[src/rtl/an_code_pkg.sv]
// Shared AN-code (A=37) constants, FSM state type and the decoder's +/-2^i residue table,
// so the encoder and decoder always agree on A.
package an_code_pkg;

  localparam int A       = 37;
  localparam int AW      = 6;
  localparam int MW      = 13;
  localparam int CW      = 18;
  localparam int PW      = MW + AW;
  localparam int MAX_MSG = (2**CW - 1) / A;
  localparam int CNTW    = $clog2(AW);

  typedef enum logic [1:0] {
    IDLE,
    BUSY,
    DONE
  } state_e;

  // Entries [0..CW-1] hold +2^i mod A, entries [CW..2*CW-1] hold -2^i mod A.
  typedef logic [2*CW-1:0][AW-1:0] err_table_t;

  function automatic err_table_t gen_err_table();
    err_table_t t;
    int         r;
    for (int i = 0; i < CW; i++) begin
      r          = (1 << i) % A;
      t[i]       = AW'(r);
      t[CW + i]  = AW'((A - r) % A);
    end
    return t;
  endfunction

  localparam err_table_t ERR_TABLE = gen_err_table();

endpackage

[src/rtl/an_encoder_seq.sv]
// AN encoder: codeword = 37 * message by shift-and-add; out_valid appears AW edges after the accept edge.
// Accepts only in IDLE; a pending codeword is held in DONE for as long as out_ready stays low.
module an_encoder_seq
  import an_code_pkg::*;
(
  input  logic          clk,
  input  logic          rst_n,
  input  logic          in_valid,
  output logic          in_ready,
  input  logic [MW-1:0] message,
  output logic          out_valid,
  input  logic          out_ready,
  output logic [CW-1:0] codeword,
  output logic          ovf
);

  localparam logic [AW-1:0] A_BITS = AW'(A);

  state_e          state;
  state_e          state_nxt;
  logic [PW-1:0]   mreg;
  logic [PW-1:0]   acc;
  logic [PW-1:0]   acc_nxt;
  logic [CNTW-1:0] cnt;
  logic            last;

  assign last = (cnt == CNTW'(AW - 1));

  always_comb begin
    state_nxt = state;
    in_ready  = 1'b0;
    out_valid = 1'b0;
    acc_nxt   = A_BITS[cnt] ? (acc + mreg) : acc;
    case (state)
      IDLE: begin
        in_ready = 1'b1;
        if (in_valid) state_nxt = BUSY;
      end
      BUSY: begin
        if (last) state_nxt = DONE;
      end
      DONE: begin
        out_valid = 1'b1;
        if (out_ready) state_nxt = IDLE;
      end
      default: state_nxt = IDLE;
    endcase
  end

  always_ff @(posedge clk or negedge rst_n) begin
    if (!rst_n) state <= IDLE;
    else        state <= state_nxt;
  end

  // Accumulator is PW bits wide so the full product never wraps; ovf looks above CW.
  always_ff @(posedge clk or negedge rst_n) begin
    if (!rst_n) begin
      mreg     <= '0;
      acc      <= '0;
      cnt      <= '0;
      codeword <= '0;
      ovf      <= 1'b0;
    end else begin
      case (state)
        IDLE: begin
          if (in_valid) begin
            mreg <= {{AW{1'b0}}, message};
            acc  <= '0;
            cnt  <= '0;
          end
        end
        BUSY: begin
          acc  <= acc_nxt;
          mreg <= mreg << 1;
          cnt  <= cnt + CNTW'(1);
          if (last) begin
            codeword <= acc_nxt[CW-1:0];
            ovf      <= |acc_nxt[PW-1:CW];
          end
        end
        default: ;
      endcase
    end
  end

endmodule

[config.mk]
export PLATFORM = sky130hd
export DESIGN_NAME = an_encoder_seq
export DESIGN_NICKNAME = d
export VERILOG_FILES = /design/src/rtl/an_code_pkg.sv /design/src/rtl/an_encoder_seq.sv
export SDC_FILE = /design/constraint.sdc
export NUM_CORES = 1
export LEC_CHECK = 0
export ABC_AREA = 1
export CORE_MARGIN = 10
export CORE_UTILIZATION = 57
export CTS_CLUSTER_DIAMETER = 200
export DETAILED_ROUTE_END_ITERATION = 10
export PLACE_DENSITY_LB_ADDON = 0.1
export SYNTH_ARGS = -nofsm -noshare
export SYNTH_HDL_FRONTEND = slang
export SYNTH_SLANG_ARGS = --single-unit
[constraint.sdc]
create_clock -name clk -period 2.45 [get_ports clk]
set_clock_uncertainty 0.1 [all_clocks]
set_input_delay 0.49 -clock clk [delete_from_list [all_inputs] [get_ports clk]]
set_output_delay 0.49 -clock clk [all_outputs]
set_load 0.01 [all_outputs]
==> flow_metrics.tcl <==
set metrics [dict create \
    clkLatencyLatePin_ps 350 \
    via_per_inst 5.470 \
    grt_overflow 0 \
    fin_nets 583 \
    grt_max_degree 43 \
    fp.dieH_um 101.1 \
    worstMarginPinSlew_ps 546.2 \
    crit_fanout 15 \
    antenna_found_initial 0 \
    setup_viol 0 \
    hold_buffers 0 \
    drive_gt1_share_pct 7.273 \
    syn_nets 543 \
    dp_hpwl_um 6907 \
    area_growth_pct 17.34 \
    htree_levels 3 \
    synth.avg_cell_area_sq_um 7.416 \
    drc 0 \
    ctsResizeCount 0 \
    io_pins 38 \
    rsz0062_at_grt "no" \
    ys_warn_count 0 \
    syn_area_sq_um 3745 \
    path_class "reg2out" \
    grt_pass1_vias 3470 \
    grt_usage_pct 19.81 \
    r2r_slack_ps 290 \
    grt_first_pass_wirelength_um 16440 \
    period_minus_slack_ps 2343 \
    finalSetupTns_ps 0 \
    rows 29 \
    crit_buf_inv 1 \
    path_delay_family "flip-flops" \
    dr.pass1.iters 5 \
    dieArea_sq_um 10210 \
    cp.arrival_ps 1750 \
    cts_sinks 62 \
    die_x_um 101.1 \
    status "finished, violations left" \
    yosysMostFrequentCell "nand2_1" \
    synth.largest_area_cell "dfrtp_1" \
    required_ps 1860 \
    synth_top_area_share_pct 41.43 \
    initial_core_util_pct 58.98 \
    reg2regPathDepth 12 \
    drt_iter0_markers 189 \
    detail-route-antenna-nets 0 \
    ys_seq_elements 62 \
    synthTopCellsByArea "dfrtp_1 (41%), nand2_1 (16%), ha_1 (6.7%)" \
    relSlewSlack_pct 63.53 \
    cts_tree "built" \
    path_cells "nor2_1, clkdlybuf4s50_1" \
    postSynthCellCount 505 \
    synthTopCellsByCount "nand2_1 (155), dfrtp_1 (62), inv_1 (57)" \
    portBuffers 37 \
    antenna_cells 0 \
    drv_slew 0 \
    wire_per_inst_um 15.15 \
    synth_edf_count 0 \
    r2r-end "acc[16]" \
    critPathSlowestCell "dfrtp_1" \
    routed_wl_um 9499 \
    hold_path_class "in2async" \
    cts_setup_buffers 0 \
    critPathLaunchType "flip-flop" \
    coreArea_sq_um 6350 \
    whs_ps -6.874 \
    max_stage_delay_ps 580 \
    ys.flop_type "dfrtp_1" \
    r2r_start "mreg[0]" \
    cts-root-buf "clkbuf_8" \
    cts_made_buffers 9 \
    timing.final.crit_share_pct 95.62 \
    async_reset_ff_share_pct 100.0 \
    synth_cell_type_count 26 \
    vias 3430 \
    clockBufferDepth 2 \
    hold_violations 17 \
    gp_congestion 0.9772 \
    endpoint_kind "output pin" \
    violations "hold timing" \
    ys_seq_area_share_pct 41.43 \
    clkTransAtPathRegs_ps 80 \
    fmax_mhz 426.9 \
    drv_cap 0 \
]
[sequential cells by signal, summed over array words and instances (netlist names)]
| name | count |
|---|---|
| acc | 19 |
| mreg | 19 |
| codeword | 18 |
| cnt | 3 |
| state | 2 |
| ovf | 1 |
[per-stage QoR]
stage                     hold WS, ps  area (sq um)  setup slack (ps)  cells  utilization (%)
after floorplan                 94.41          3745             528.1    505                -
after global placement          364.0          4173             365.1    611            65.71
after detailed placement        369.5          4173             312.5    611            65.71
after CTS                       4.600          4394             99.07    627            69.20
after global routing            29.96          4394             22.38    627            69.20
final                          -6.874          4394             107.3    627            69.20
[logic make-up (layout without fill, tap and decap cells)]
kind of cell,after synthesis,after routing,synth area share (%)
AO/OA/AOI/OAI,95,95,13.13
flip-flops,62,62,41.43
XOR/XNOR,5,5,1.170
AND/OR/NAND/NOR,245,245,28.20
buffers and inverters,77,122,8.854
adder cells (fa/ha/maj),21,21,7.217
[area by class of cell]
cell class              count  area (sq um)
clock buffers               9         123.9
clock inverters             7         97.59
fillers                   511          1956
inverters                  62         232.7
multi-input cells         366          1862
flip-flops and latches     62          1551
well taps                  77         96.34
repair buffers             44         430.4
[metal layers]
metal	vias up	GRT usage, %	wire length, um
li1	1714	-	-
met1	1580	27.78	4597
met2	120	29.05	4047
met3	16	3.978	665
met4	0	7.824	188
met5	-	0	0
[worst max path at each step]
stage | from | endpoint | slack [ps] | cells after the start
3_5_place_dp | mreg[0] | acc[16] | 310 | 12
4_1_cts | state[0] | in_ready | 100 | 2
2_1_floorplan | mreg[0] | acc[16] | 530 | 12
3_3_place_gp | mreg[5] | codeword[14] | 370 | 11
5_1_grt | state[0] | in_ready | 20 | 2
6_report | state[0] | in_ready | 110 | 2
[cells in the final DEF (no fill, tap or decap), types with 2 or more instances in the layout]
cell type / count
a21oi_1: 25
and2_1: 4
buf_4: 6
bufinv_16: 2
clkbuf_8: 9
clkdlybuf4s50_1: 36
clkinvlp_4: 2
dfrtp_1: 62
ha_1: 20
inv_1: 57
inv_2: 5
nand2_1: 155
nand3_1: 48
nand3b_1: 2
nor2_1: 23
nor3_1: 2
o21ai_0: 25
o21ai_1: 33
o22ai_1: 11
or2_2: 8
xnor2_1: 3
xor2_1: 2
Power is left out: the tool's default activity adds up to more than one toggle a clock period on the data nets, which glitch-free logic cannot reach.
